**src/rtl/branch_predictor.sv**
```systemverilog
// Direct-mapped BTB with 2-bit saturating counters. The fetch-side lookup is
// combinational. The EX-side resolution drives the mispredict/recover outputs
// and updates the table and the statistics counters at the clock edge.
module branch_predictor #(
    parameter int ENTRIES = 64
) (
    input  logic        clk,
    input  logic        rst,
    input  logic [31:0] PC_IF,
    output logic        predict_br,
    output logic [31:0] predict_target,
    input  logic        bubbleE,
    input  logic        br_EX,
    input  logic        br_taken_EX,
    input  logic [31:0] PC_EX,
    input  logic [31:0] br_target_EX,
    input  logic        predict_br_EX,
    output logic        mispredict,
    output logic [31:0] recover_pc,
    output logic [31:0] br_count,
    output logic [31:0] miss_count
);
    localparam int IDX  = $clog2(ENTRIES);
    localparam int TAGW = 32 - IDX - 2;

    logic            r_valid  [ENTRIES];
    logic [TAGW-1:0] r_tag    [ENTRIES];
    logic [31:0]     r_target [ENTRIES];
    logic [1:0]      r_ctr    [ENTRIES];
    logic [31:0]     r_br_count;
    logic [31:0]     r_miss_count;

    logic [IDX-1:0]  w_if_idx;
    logic [TAGW-1:0] w_if_tag;
    logic            w_if_hit;
    logic [IDX-1:0]  w_ex_idx;
    logic [TAGW-1:0] w_ex_tag;
    logic            w_ex_hit;
    logic            w_upd;
    logic [1:0]      w_ctr_cur;
    logic [1:0]      w_ctr_next;
    logic            w_unused_ok;

    // Byte-offset bits never take part in indexing or tagging.
    assign w_unused_ok = ^{PC_IF[1:0], PC_EX[1:0]};

    // Fetch-side lookup. It reads the registered table, so a same-cycle
    // update is not visible until the next cycle.
    assign w_if_idx       = PC_IF[IDX+1:2];
    assign w_if_tag       = PC_IF[31:IDX+2];
    assign w_if_hit       = r_valid[w_if_idx] && (r_tag[w_if_idx] == w_if_tag);
    assign predict_br     = w_if_hit && r_ctr[w_if_idx][1];
    assign predict_target = w_if_hit ? r_target[w_if_idx] : (PC_IF + 32'd4);

    // EX-side resolution
    assign w_ex_idx   = PC_EX[IDX+1:2];
    assign w_ex_tag   = PC_EX[31:IDX+2];
    assign w_ex_hit   = r_valid[w_ex_idx] && (r_tag[w_ex_idx] == w_ex_tag);
    assign w_upd      = br_EX && !bubbleE && !rst;
    assign mispredict = br_EX && !bubbleE && (predict_br_EX != br_taken_EX);
    assign recover_pc = br_taken_EX ? br_target_EX : (PC_EX + 32'd4);

    // Saturating counter step for the entry being updated
    assign w_ctr_cur = r_ctr[w_ex_idx];
    always_comb begin
        w_ctr_next = w_ctr_cur;
        if (br_taken_EX) begin
            if (w_ctr_cur != 2'b11) w_ctr_next = w_ctr_cur + 2'b01;
        end else begin
            if (w_ctr_cur != 2'b00) w_ctr_next = w_ctr_cur - 2'b01;
        end
    end

    // Table update: train on a hit, allocate on a taken miss, ignore a
    // not-taken miss. Reset wins and drops any simultaneous update.
    always_ff @(posedge clk) begin
        if (rst) begin
            for (int i = 0; i < ENTRIES; i++) begin
                r_valid[i] <= 1'b0;
                r_ctr[i]   <= 2'b01;
            end
        end else if (w_upd) begin
            if (w_ex_hit) begin
                r_ctr[w_ex_idx] <= w_ctr_next;
                if (br_taken_EX) r_target[w_ex_idx] <= br_target_EX;
            end else if (br_taken_EX) begin
                r_valid[w_ex_idx]  <= 1'b1;
                r_tag[w_ex_idx]    <= w_ex_tag;
                r_target[w_ex_idx] <= br_target_EX;
                r_ctr[w_ex_idx]    <= 2'b10;
            end
        end
    end

    // Statistics counters, wrapping modulo 2^32
    always_ff @(posedge clk) begin
        if (rst) begin
            r_br_count   <= 32'd0;
            r_miss_count <= 32'd0;
        end else begin
            if (w_upd)      r_br_count   <= r_br_count + 32'd1;
            if (mispredict) r_miss_count <= r_miss_count + 32'd1;
        end
    end

    assign br_count   = r_br_count;
    assign miss_count = r_miss_count;
endmodule

```
**config.mk**
```make
export PLATFORM = sky130hd
export DESIGN_NAME = branch_predictor
export DESIGN_NICKNAME = d
export VERILOG_FILES = /design/src/rtl/branch_predictor.sv
export SDC_FILE = /design/constraint.sdc
export NUM_CORES = 2
export LEC_CHECK = 0
export CAP_MARGIN = 20
export CORE_ASPECT_RATIO = 2
export CORE_MARGIN = 10
export CORE_UTILIZATION = 50
export DETAILED_ROUTE_END_ITERATION = 7
export PLACE_DENSITY = 0.68
export SYNTH_ARGS = -nofsm -noshare
export SYNTH_HDL_FRONTEND = slang
export SYNTH_SLANG_ARGS = --single-unit
```
**constraint.sdc**
```tcl
create_clock -name clk -period 6 [get_ports clk]
set_input_delay 1.2 -clock clk [delete_from_list [all_inputs] [get_ports clk]]
set_output_delay 1.2 -clock clk [all_outputs]
set_load 0.01 [all_outputs]
```
* After elaboration in Yosys (flattened, before gate mapping)
Memories as Yosys holds them, arrays and structs flattened.
Cells that the tools add are included.
** Operators by class
- Add/sub/neg operators :: 6
- Eq/ne operators :: 4
- Multiplexer cells :: 28
- Bitwise operators :: 2
- Reductions and logical operators :: 11
** Operator list (count)
- $mux W32 :: 3
- $add A32 B1 Y32 const B :: 2
- $add A32 B3 Y32 const B :: 2
- $eq A24 B24 Y1 :: 2
- $mux W1 :: 18
- $mux W6 :: 2
- $mux W2 :: 5
- $logic_and A1 B1 Y1 :: 6
- $add A2 B1 Y2 const B :: 1
- $logic_not A1 Y1 :: 2
- $ne A2 B2 Y1 const B :: 1
- $or A1 B1 Y1 :: 2
- $reduce_bool A2 Y1 :: 1
- $reduce_or A2 Y1 :: 1
- $sub A2 B1 Y2 const B :: 1
- $ne A1 B1 Y1 :: 1
- $reduce_or A1 Y1 :: 1
** Storage, ports and cells
- Register bits :: 64
- Bits in writable memories :: 3776
- Input bits :: 102
- Output and inout bits :: 130
- Word-level logic and storage cells :: 57
- Memories kept :: 4
** Memory list
- r_target :: words 64, width 32, rd ports 1, clocked after memory_dff 0, write ports 1, line 28 : logic [31:0] r_target [ENTRIES];
- r_tag :: words 64, width 24, rd ports 2, clocked after memory_dff 0, write ports 1, line 27 : logic [TAGW-1:0] r_tag [ENTRIES];
- r_ctr :: words 64, width 2, rd ports 2, clocked after memory_dff 0, write ports 64, line 29 : logic [1:0] r_ctr [ENTRIES];
- r_valid :: words 64, width 1, rd ports 2, clocked after memory_dff 0, write ports 64, line 26 : logic r_valid [ENTRIES];

* Longest topological paths before layout
An unclocked memory read counts as a cell.
- Depth after elaboration :: 10
- Mapped depth :: 20
- Gate-level depth less buffers :: 11

* Worst setup path after synthesis
No wires, ideal clock.
- Kind :: input to output
- From :: input PC_IF[2]
- To :: output predict_target[10]
- Arrival time :: 5.000 ns
- Required time :: 4.800 ns
- Slack :: -0.200 ns
- Stages :: 13
- Buffers on the path :: 9
- Cell sequence :: buf_4 -> buf_6 -> buf_8 -> buf_6 -> buf_6 -> buf_4 -> buf_4 -> clkbuf_1 -> buf_1 -> mux4_2 -> mux4_2 -> mux4_2 -> mux2_4
** On the way
- Word-level cells in the longest chain between the ends :: 4
- Elaborated cells between the ends (all ways) :: 7
- Those cells by class :: add/sub (1); eq/ne (1); mux (1); reduce/logical (1); memory (3)
** Ends and longest elaborated chain
- start: declaration :: line 9 : input logic [31:0] PC_IF,
- $mem_v2 Z64 W24
- $eq A24 B24 Y1 :: line 51 : assign w_if_hit = r_valid[w_if_idx] && (r_tag[w_if_idx] == w_if_tag);
- $logic_and A1 B1 Y1 :: line 51
- $mux W32 * :: line 53 : assign predict_target = w_if_hit ? r_target[w_if_idx] : (PC_IF + 32'd4);
- end: declaration :: line 11 : output logic [31:0] predict_target,
Every way passes the cells marked *; elsewhere a longest branch is shown, timed or not.

* Worst setup path after layout
- From :: input PC_IF[2]
- To :: output predict_target[23]
Same word-level chain as after synthesis.

==> out/metrics.yaml <==
hold_buffers: 0
post-route-drc-count: 0
cts-htree-levels: 5
viasPerCell: 6.895
grt_first_pass_wirelength_microns: 813100
antenna_found_initial: 46
worst_pin_slew_ns: 1.153
antenna_left: 0
report.final.slew_viol_count: 0
grt_pass1_vias: 98290
p_switching_uw: 12790
power_leakage_uw: 0.06223
async_flop_share_pct: 0
ys_seq_area_share_pct: 69.35
vias: 96430
final_util_pct: 58.86
synth_nets: 8347
slowest_delay_ns: 0.65
worstSetupPathType: "in -> out"
synth_ff_type: "edfxtp_1"
p_int_uw: 42770
critPathLaunchType: "input pin"
drt_iter0_markers: 13350
critical_path.slowest_cell: "mux4_2"
crit_chain: "buf_16 > buf_16 > buf_4 > buf_12 > mux4_2 > mux4_2 > o21ai_1 > a221oi_2 > xnor2_2 > nand4bb_4 > nor4_4 > buf_4 > nand4_1 > buf_6 > buf_12 > mux2_4 > buf_2"
yosys_warnings: 0
cts_sinks: 3840
cts_max_path_buffers: 4
die-area_sq_um: 353600
ir_drop_mv: 0.2551
p_sw_share_pct: 23.02
grt_use_total_pct: 33.38
cts_tree: "built"
crit_fanout: 17
worstPathArrival_ns: 5.46
fin_crit_ns: 6.662
drtPass1Iterations: 7
drt_wl_total_microns: 596800
setup_violations: 33
die_x_microns: 425.5
syn_area_sq_um: 164400
required_ns: 4.80
root_buffer: "clkbuf_16"
skew_ns: 0.05568
clkLatencyLatePin_ns: 0.95
synth_edf_count: 3712
design.portCount: 232
slew_headroom_pct: 22.56
setup_ws_ns: -0.6622
die_h_microns: 831.0
max_freq_mhz: 150.1
status: "complete, but fails checks"
avgRoutedWirePerCell_microns: 42.68
nNetsFinal: 9475
combPwrFrac_pct: 8.7
clkPwrFrac_pct: 38.3
placement.cell_area_sq_um: 181400
power_frac_seq_pct: 53.0
post-route-period-util_pct: 111.0
violations: "negative setup slack"
worstSetupEndpointType: "primary output"
rsz0062_at_grt: "yes"
final_area_sq_um: 192700
numCtsBuffers: 329
initial_core_util_pct: 50.22
grt_max_degree: 125
std_cell_rows: 297
synth-seq-cells: 3840
synth.avg_cell_area_sq_um: 19.95
fill_cells: 23580
syn2layout_area_growth_pct: 17.20
min_path_type: "reg -> reg"
place_hpwl_microns: 413800
place.gp.congestion: 1.015
timing.max_cap.violations: 0
coreArea_sq_um: 327400
hold_viol_final: 0
io_buffers: 231
drive_above_1_share_pct: 34.74
overflow: 0
path_clk_slew_ns: 0.07
ys_types: 89
synthCells: 8241
cellPowerDensity_nw_per_um2: 288.3
-- registers in the layout (all words and copies together) (netlist names) --
register	flops
r_target	2048
r_tag	1536
r_ctr	128
r_valid	64
br_count	32
miss_count	32
-- layout make-up --
type                       instances  area (sq um)  share of cell area [%]
multi-input combinational       3780         48640                   25.24
clock inverter                   182          1638                  0.8499
clock buffer                     405          8686                   4.507
inverter                          30         123.9                 0.06428
sequential                      3840        114000                   59.17
tap                             4335          5424                   2.815
antenna                           25         62.56                 0.03247
timing repair buffer            1388         14090                   7.314
-- stage by stage --
| step | hold WS (ns) | std cells | power [uW] | setup WS [ns] | setup TNS, ns |
|---|---|---|---|---|---|
| floorplan | 0.4385 | 8241 | 32230 | -0.07264 | -1.455 |
| global placement | 0.4530 | 13330 | 34580 | -1.747 | -332.16 |
| detailed placement | 0.4649 | 13330 | 34640 | -1.283 | -434.73 |
| CTS | 0.4712 | 13940 | 55590 | -0.6962 | -21.52 |
| global route | 0.4878 | 13970 | 56780 | -0.6626 | -21.12 |
| finish | 0.4828 | 13990 | 55560 | -0.6622 | -20.98 |
-- metal layers --
layer / wire length [microns] / global-route usage [%] / vias up
met5: 137 / 0 / -
met4: 67990 / 29.66 / 16
met3: 50700 / 5.961 / 1946
met2: 298200 / 56.05 / 6701
met1: 179800 / 36.01 / 50630
li1: - / - / 37140
-- layout by cell type (no fill, tap or decap), drive strengths merged, types with 55 or more instances in the layout --
master,Yosys,layout
dfxtp,128,128
mux2,63,63
xor2,84,84
buf,325,1255
clkdlybuf4s50,0,128
clkinv,4,133
o21ai,125,125
mux4,1344,1344
a21oi,79,79
nor2,298,298
nand2,238,238
o22ai,81,81
mux2i,479,479
a22oi,194,194
xnor2,65,65
edfxtp,3712,3712
o2bb2ai,55,55
nor3,55,55
nand3,153,153
clkbuf,266,408
-- final timing paths --
| check | startpoint | to | slack (ns) | cells past startpoint |
|---|---|---|---|---|
| setup / recovery | PC_IF[2] | predict_target[23] | -0.66 | 17 |
| hold / removal | r_valid[7] | r_valid[7] | 0.48 | 1 |
| setup reg to reg | r_tag[63][2] | r_tag[31][13] | 1.24 | 16 |
| hold reg to reg | r_valid[7] | r_valid[7] | 0.48 | 1 |
-- power by group through the flow --
| stage | Sequential, uW | Clock, uW | Combinational (uW) |
|---|---|---|---|
| finish | 29400 | 21300 | 4840 |
| global route | 29400 | 22500 | 4920 |
| CTS | 29400 | 21500 | 4700 |
| detailed placement | 30000 | 0 | 4630 |
| global placement | 30000 | 0 | 4570 |
| floorplan | 30000 | 0 | 2220 |
-- cells by family (layout without fill, tap and decap cells) --
group / Yosys count / after routing / share of synthesized area [%]
AO/OA/AOI/OAI: 745 / 745 / 3.183
XOR/XNOR: 149 / 149 / 0.7937
adder cells (fa/ha/maj): 5 / 5 / 0.03653
buffers and inverters: 621 / 2005 / 1.870
flip-flops: 3840 / 3840 / 69.35
multiplexers: 1886 / 1886 / 21.82
other: 0 / 25 / 0
AND/OR/NAND/NOR: 995 / 995 / 2.939
-- timing repair --
action / CTS / global route
hold endpoints to repair: 0 / 0
buffers inserted: 18 / 16
endpoints found under the setup margin: 33 / 35
gates resized for setup: 214 / 24
pin swaps: 14 / 13
gates cloned: 7 / 3
-- critical path, delay by kind of cell --
family	cells	cell delay [ns]
AO/OA/AOI/OAI	2	0.56
XOR/XNOR	1	0.28
buffers and inverters	8	1.41
multiplexers	3	1.48
AND/OR/NAND/NOR	3	0.47
-- synth_stat cells, drive strengths merged, types with 63 or more instances --
cell type | count | area, sq um
nor2 | 298 | 1119
mux4 | 1344 | 30270
clkbuf | 266 | 1001
o21ai | 125 | 625.6
dfxtp | 128 | 2562
nand2 | 238 | 893.4
xor2 | 84 | 735.7
mux2 | 63 | 818.3
xnor2 | 65 | 569.3
mux2i | 479 | 4795
o22ai | 81 | 506.7
nand3 | 153 | 765.7
a21oi | 79 | 395.4
buf | 325 | 1961
edfxtp | 3712 | 111500
a22oi | 194 | 1456
(Power assumes the default switching activity.)
